===== config.mk =====
export PLATFORM = sky130hd
export DESIGN_NAME = lpf_chan_scheduler
export DESIGN_NICKNAME = d
export VERILOG_FILES = /design/src/rtl/lpf_pkg.sv /design/src/rtl/lpf_step.sv /design/src/rtl/lpf_chan_scheduler.sv
export SDC_FILE = /design/constraint.sdc
export NUM_CORES = 1
export LEC_CHECK = 0
export CAP_MARGIN = 0
export CORE_MARGIN = 1.5
export CORE_UTILIZATION = 43
export CTS_CLUSTER_SIZE = 25
export DETAILED_ROUTE_END_ITERATION = 7
export PLACE_DENSITY = 0.67
export SLEW_MARGIN = 20
export SYNTH_ARGS = -nofsm -noshare
export SYNTH_HDL_FRONTEND = slang
export SYNTH_SLANG_ARGS = --single-unit

===== constraint.sdc =====
create_clock -name clk -period 9.8 [get_ports clk]
set_clock_uncertainty 0.05 [all_clocks]
set_input_delay 1.96 -clock clk [delete_from_list [all_inputs] [get_ports clk]]
set_output_delay 1.96 -clock clk [all_outputs]
set_load 0.005 [all_outputs]

===== src/rtl/lpf_pkg.sv =====
// Shared definitions for the one-pole low-pass filter blocks: default
// coefficient format, saturation limits and the scheduler FSM encoding.
package lpf_pkg;

  localparam int SCALE_DEF   = 15;
  localparam int ALPHA_Q_DEF = 12629;

  typedef enum logic [1:0] {
    IDLE,
    CALC,
    OUT
  } state_t;

  // Largest value representable in a signed word of the given width.
  function automatic int sat_max(input int width);
    return (1 <<< (width - 1)) - 1;
  endfunction

  // Smallest value representable in a signed word of the given width.
  function automatic int sat_min(input int width);
    return -(1 <<< (width - 1));
  endfunction

endpackage


===== src/rtl/lpf_step.sv =====
// One stateless step of a one-pole low-pass filter:
//   y = sat(y_prev + round(alpha * (x - y_prev)))
// alpha is ALPHA_Q / 2^SCALE. Rounding is half-up (toward +inf).
module lpf_step
  import lpf_pkg::*;
#(
  parameter int WIDTH   = 10,
  parameter int SCALE   = SCALE_DEF,
  parameter int ALPHA_Q = ALPHA_Q_DEF
) (
  input  logic signed [WIDTH-1:0] x,
  input  logic signed [WIDTH-1:0] y_prev,
  output logic signed [WIDTH-1:0] y
);

  // Wide enough for the full product of a (WIDTH+1)-bit difference and a
  // positive SCALE-bit coefficient, plus a sign bit of headroom for rounding.
  localparam int PW = WIDTH + SCALE + 2;

  localparam logic signed [PW-1:0] ALPHA_EXT = PW'(ALPHA_Q);
  localparam logic signed [PW-1:0] HALF      = PW'(1) << (SCALE - 1);
  localparam logic signed [PW-1:0] Y_MAX     = PW'(sat_max(WIDTH));
  localparam logic signed [PW-1:0] Y_MIN     = PW'(sat_min(WIDTH));

  logic signed [WIDTH:0]  diff;
  logic signed [PW-1:0]   diff_ext;
  logic signed [PW-1:0]   prod;
  logic signed [PW-1:0]   scaled;
  logic signed [PW-1:0]   acc;

  // Difference, scale, round, accumulate and clamp in one combinational pass.
  always_comb begin
    diff     = {x[WIDTH-1], x} - {y_prev[WIDTH-1], y_prev};
    diff_ext = {{(PW - WIDTH - 1){diff[WIDTH]}}, diff};
    prod     = diff_ext * ALPHA_EXT;
    // Arithmetic shift floors, so adding half first gives round-half-up.
    scaled   = (prod + HALF) >>> SCALE;
    acc      = scaled + $signed({{(PW - WIDTH){y_prev[WIDTH-1]}}, y_prev});
    if (acc > Y_MAX) begin
      y = Y_MAX[WIDTH-1:0];
    end else if (acc < Y_MIN) begin
      y = Y_MIN[WIDTH-1:0];
    end else begin
      y = acc[WIDTH-1:0];
    end
  end

endmodule


===== src/rtl/lpf_chan_scheduler.sv =====
// Time-multiplexes one lpf_step datapath across N_CH sample channels.
// A round-robin arbiter accepts one sample at a time; the channel's stored
// output is fetched, updated, written back and emitted tagged with its id.
module lpf_chan_scheduler
  import lpf_pkg::*;
#(
  parameter int N_CH    = 4,
  parameter int WIDTH   = 10,
  parameter int SCALE   = SCALE_DEF,
  parameter int ALPHA_Q = ALPHA_Q_DEF,
  parameter int CHW     = $clog2(N_CH)
) (
  input  logic                    clk,
  input  logic                    rst_n,
  input  logic [N_CH-1:0]         in_valid,
  input  logic [N_CH*WIDTH-1:0]   in_data,
  output logic [N_CH-1:0]         in_ready,
  input  logic [N_CH-1:0]         clr,
  output logic                    out_valid,
  output logic [WIDTH-1:0]        out_data,
  output logic [CHW-1:0]          out_chan,
  input  logic                    out_ready,
  output logic                    busy
);

  state_t                   state;
  logic [CHW-1:0]           rr_ptr;
  logic [CHW-1:0]           cur_chan;
  logic signed [WIDTH-1:0]  x_reg;
  logic signed [WIDTH-1:0]  yprev_reg;
  logic signed [WIDTH-1:0]  step_y;
  logic                     kill;
  logic signed [WIDTH-1:0]  y_state [N_CH];

  logic                     grant_valid;
  logic [CHW-1:0]           grant_idx;
  int                       cand;

  lpf_step #(
    .WIDTH   (WIDTH),
    .SCALE   (SCALE),
    .ALPHA_Q (ALPHA_Q)
  ) u_step (
    .x      (x_reg),
    .y_prev (yprev_reg),
    .y      (step_y)
  );

  // Round-robin search: first requesting channel at or after rr_ptr.
  always_comb begin
    // NOTE: every combinational output gets a default before any branch so no latch is inferred.
    grant_valid = 1'b0;
    grant_idx   = '0;
    cand        = 0;
    for (int i = 0; i < N_CH; i++) begin
      cand = int'(rr_ptr) + i;
      if (cand >= N_CH) cand = cand - N_CH;
      if (!grant_valid && in_valid[cand]) begin
        grant_valid = 1'b1;
        grant_idx   = CHW'(cand);
      end
    end
  end

  // Accept strobe goes to the granted channel only while idle and out of reset.
  always_comb begin
    in_ready = '0;
    if (rst_n && state == IDLE && grant_valid) in_ready[grant_idx] = 1'b1;
  end

  assign busy = (state != IDLE);

  // Scheduler FSM: accept, compute, hold the result until downstream takes it.
  always_ff @(posedge clk or negedge rst_n) begin
    if (!rst_n) begin
      state     <= IDLE;
      rr_ptr    <= '0;
      cur_chan  <= '0;
      x_reg     <= '0;
      yprev_reg <= '0;
      kill      <= 1'b0;
      out_valid <= 1'b0;
      out_data  <= '0;
      out_chan  <= '0;
    end else begin
      // NOTE: sequential state uses non-blocking assignment so every register sees pre-edge values.
      case (state)
        IDLE: begin
          if (grant_valid) begin
            cur_chan  <= grant_idx;
            x_reg     <= in_data[grant_idx*WIDTH +: WIDTH];
            yprev_reg <= y_state[grant_idx];
            rr_ptr    <= (grant_idx == CHW'(N_CH - 1)) ? '0 : grant_idx + 1'b1;
            // A clear in the accept cycle already invalidates the writeback.
            kill      <= clr[grant_idx];
            state     <= CALC;
          end
        end
        CALC: begin
          if (clr[cur_chan]) kill <= 1'b1;
          out_data  <= step_y;
          out_chan  <= cur_chan;
          out_valid <= 1'b1;
          state     <= OUT;
        end
        OUT: begin
          if (out_ready) begin
            out_valid <= 1'b0;
            kill      <= 1'b0;
            state     <= IDLE;
          end
        end
        default: state <= IDLE;
      endcase
    end
  end

  // Per-channel filter state: clear has priority over the CALC writeback.
  always_ff @(posedge clk or negedge rst_n) begin
    if (!rst_n) begin
      // NOTE: this state array is a handful of flops that must read zero after reset, so it is reset explicitly rather than inferred as RAM.
      for (int k = 0; k < N_CH; k++) y_state[k] <= '0;
    end else begin
      for (int k = 0; k < N_CH; k++) begin
        if (clr[k]) begin
          y_state[k] <= '0;
        end else if (state == CALC && !kill && cur_chan == CHW'(k)) begin
          y_state[k] <= step_y;
        end
      end
    end
  end

endmodule


==> metrics list, run 1 <==
* Number of endpoints failing setup at the final stage: 0
* Sequential fraction of the synthesis area: 26.2%
- In the layout the commonest cells are ha_1 (110), inv_1 (107), nor2_1 (104).
- Layout overhead on the synthesized area: 17.2%
* Worst r2r path cells: 38
- STA classifies the critical path startpoint as a flip-flop.
- STA classifies the critical path endpoint as a flip-flop.
- Hold repair after CTS inserted 0 buffers.
- Highest clock frequency the design can meet: 109 MHz
* Post-synth net total: 1097
- The number of slew-limit violations in the final report is 0.
- On the worst path, the slowest cell contributes a delay of a little over 0.6 ns.
* Post-synthesis share of cell area spent on full adders, half adders and majority gates: 27.4%
- Startpoint of the most critical register-to-register path: yprev_reg[1]
* DR DRC count: 0
- Clock latency on the worst-skew pair, taken at its later pin, is 0.34 ns.
* Count of nets left with antenna violations after detail routing: 0
- For this run the aggregate overflow at the end of global routing stands at 0.
- Worst reg2reg setup slack: about 0.60 ns
- CTS placed an instance of clkbuf_16 at the clock tree root.
- Status: finished clean
- Class of the tightest hold or removal check: flip-flop to flip-flop
- The slowest stage of the critical path belongs to the cell or4b_2.
- Arrival time of data at the critical path endpoint: 9.37 ns
* Nets: 1157
- Measured on the finished design, the core utilization comes to 51.7%.
- Top post-synthesis cells by area: dfrtp_1 (26%), ha_1 (18%), fa_1 (9.2%)
- In this run the worst path has a maximum fanout of 5.
- The placed instances occupy a cell area of 0.00851 mm2.
- The synthesized netlist devotes 2.85% of its cell area to XOR and XNOR gates.
* Flip-flop and latch count after synthesis: 80
- TritonCTS built the clock tree.
* Initial core utilization: approximately 44%
- Number of clock buffers inserted by TritonCTS: 9
- Area share of the largest cell type after synthesis: 26.2%
* Die H: 136 um
- Post-synthesis area per instance: 8.48 um2
* Cell type with the highest aggregate area in the netlist: dfrtp_1
- CTS max path bufs: 2
- The floorplan step defined a die boundary enclosing approximately 0.019 mm2.
- The most used flip-flop cell after synthesis is dfrtp_1.
* Number of antenna violations at the first check in global routing: 0
- Total via count after detailed routing: 6308
- For hold timing, the worst endpoint is x_reg[5].
- Entering global routing, the biggest net connects 85 pins.
- The register with the most flip-flops in the final layout is y_state.
- Capturing point of the worst reg2reg path: y_state[14]
- Cells with a size suffix above 1 make up ~8.0% of the layout.
* Via/cell ratio: ~5.3
* DPL Wire Length: 14.0 mm
- The first global-routing pass estimated 29.8 mm of wire.
- Before antenna repair, the detailed router went through 5 iterations.
- Syn Inst Count: 900
* Type of the worst setup path: flip-flop to flip-flop
* Synth async-reset ratio: 100%
- The worst hold path begins at x_reg[5].
- Clock slew at the register clock pins of the worst setup and hold paths: 0.06 ns
* Netlist area before placement: between 0.007 and 0.008 mm2
- 0 antenna diodes ended up in the layout.
- OpenSTA, run right after detailed placement, puts the worst setup slack at 0.333 ns.
- Final Wtd Congestion: 0.830
* Reported max-cap violation count: 0
- After synthesis, the largest family of logic cells by area is adder cells.
- By instance count, the cell type seen most on the critical path is inv_1.
- Drt first-iter violations: 401
* Number of primary I/O pins: slightly below 70
* H-Tree Level Count: 3
* Synth unique cells: 65
- Global router's overall resource usage: between 20% and 30%
- Core outline area: 0.0173 mm2
* Multiplexer share of the synthesized area: 0.590%
- The register with the most flip-flops in the layout has 40 of them.
* Number of global-route vias before repair: 6024
- Summed over all layers, the routed wires come to 18.4 mm.
* Setup slack of the critical path after layout: 0.602 ns
- Headroom to the max-slew limit came out at approximately 43%.
- Counting instances, the worst hold path has a depth of 2.
* Req. time, crit path: around 10 ns
* Width of the die: 136 um
- Most common cell after layout, fill and taps aside: ha_1
- Period Utilization, post-route: approximately 94%
* Number of buffers added on ports: between 60 and 70
- Placement Rows: 48
- Counting flops with a built-in enable in the synthesized netlist gives 0.
- For the finished layout, the period the worst path requires is 9.20 ns.
- Final std cell area, no fill: 0.00894 mm2
* Syn. warnings: 0
* WL per Instance: between 15 and 20 um
- Share of the synthesized area in compound gates (AO/OA/AOI/OAI): between 10% and 20%
* Worst Max-Slew Pin Slew: between 0.8 and 0.9 ns
- The total count of hold-check failures in the final report came to 0.
- The clock drives 80 sinks.
* Simple logic cell fraction of the synthesized area: 20.0%
cell usage after synthesis, types with 4 or more instances:
cell type	n
inv_1	107
nor3_2	4
nor2_1	106
o21ai_1	4
nand2b_1	9
a21o_1	9
dfrtp_1	80
and3_1	8
xnor2_1	15
o21ai_0	59
a2111oi_1	4
nor2b_1	5
nor3_1	26
a2111oi_2	6
ha_1	111
nand2_1	101
a21oi_1	30
nand3_1	45
xor2_1	8
fa_1	35
nor4_1	17
a211oi_1	16
clkbuf_1	33
critical path: cells and delay by family, from the launching register on:
| family | cells | cell delay [ns] |
|---|---|---|
| buffers and inverters | 7 | 0.70 |
| AND/OR/NAND/NOR | 6 | 1.19 |
| XOR/XNOR | 2 | 0.31 |
| AO/OA/AOI/OAI | 15 | 3.29 |
| flip-flops | 1 | 0.39 |
| adder cells (fa/ha/maj) | 8 | 3.16 |
stage by stage:
step	hold slack, ns	instances	setup TNS, ns
after floorplan	0.404	900	0
after global placement	0.420	1165	0
after detailed placement	0.432	1165	0
after CTS	0.444	1180	0
final	0.437	1189	0
after global routing	0.476	1189	-0.113
how the worst max path moves through the flow:
stage,start,to,cells past startpoint
6_report,yprev_reg[1],y_state[14],38
3_3_place_gp,yprev_reg[1],y_state[14],36
4_1_cts,yprev_reg[1],y_state[15],36
2_1_floorplan,yprev_reg[1],y_state[16],37
3_5_place_dp,yprev_reg[1],y_state[15],36
5_1_grt,yprev_reg[1],y_state[14],38
cell type report:
cell class                      count  area, um2
Tap cell                          225        282
Multi-Input combinational cell    675       5140
Inverter                          108        405
Fill cell                        1674       8360
Clock inverter                      3       17.5
Timing Repair Buffer               86        833
Sequential cell                    80       2000
Clock buffer                       12        256
metal layers:
metal | vias up | part of all wire (%) | global-route usage [%]
li1 | 3200 | - | -
met1 | 2981 | 47 | 27.9
met2 | 108 | 49 | 33.4
met3 | 19 | 3.2 | 2.76
met4 | 0 | 1.7 | 5.14
met5 | - | 0 | 0
cells by family after synthesis:
kind of cell,Yosys count
flops,80
simple gates,334
buf+inv,146
mux,3
compound gates,167
xor+xnor,24
fa+ha+maj,146
repair_timing:
action | in CTS | in global routing
resized for setup | 0 | 18
endpoints found under the setup margin | 0 | 50
setup buffers | 0 | 8
Power of run 1 is not shown: default switching activity piles up to over one toggle a cycle in this logic, so the estimate is an artifact.
==> inputs of run 2 (changes only) <==
--- a/config.mk
+++ b/config.mk
@@ -5,7 +5,7 @@
 export SDC_FILE = /design/constraint.sdc
 export NUM_CORES = 1
 export LEC_CHECK = 0
-export CAP_MARGIN = 0
+export CAP_MARGIN = 20
 export CORE_MARGIN = 1.5
 export CORE_UTILIZATION = 43
 export CTS_CLUSTER_SIZE = 25
==> results of run 2 <==
No change in the layout: final DEF, timing and power equal those of run 1.
Power of run 2 is left out for the same reason.
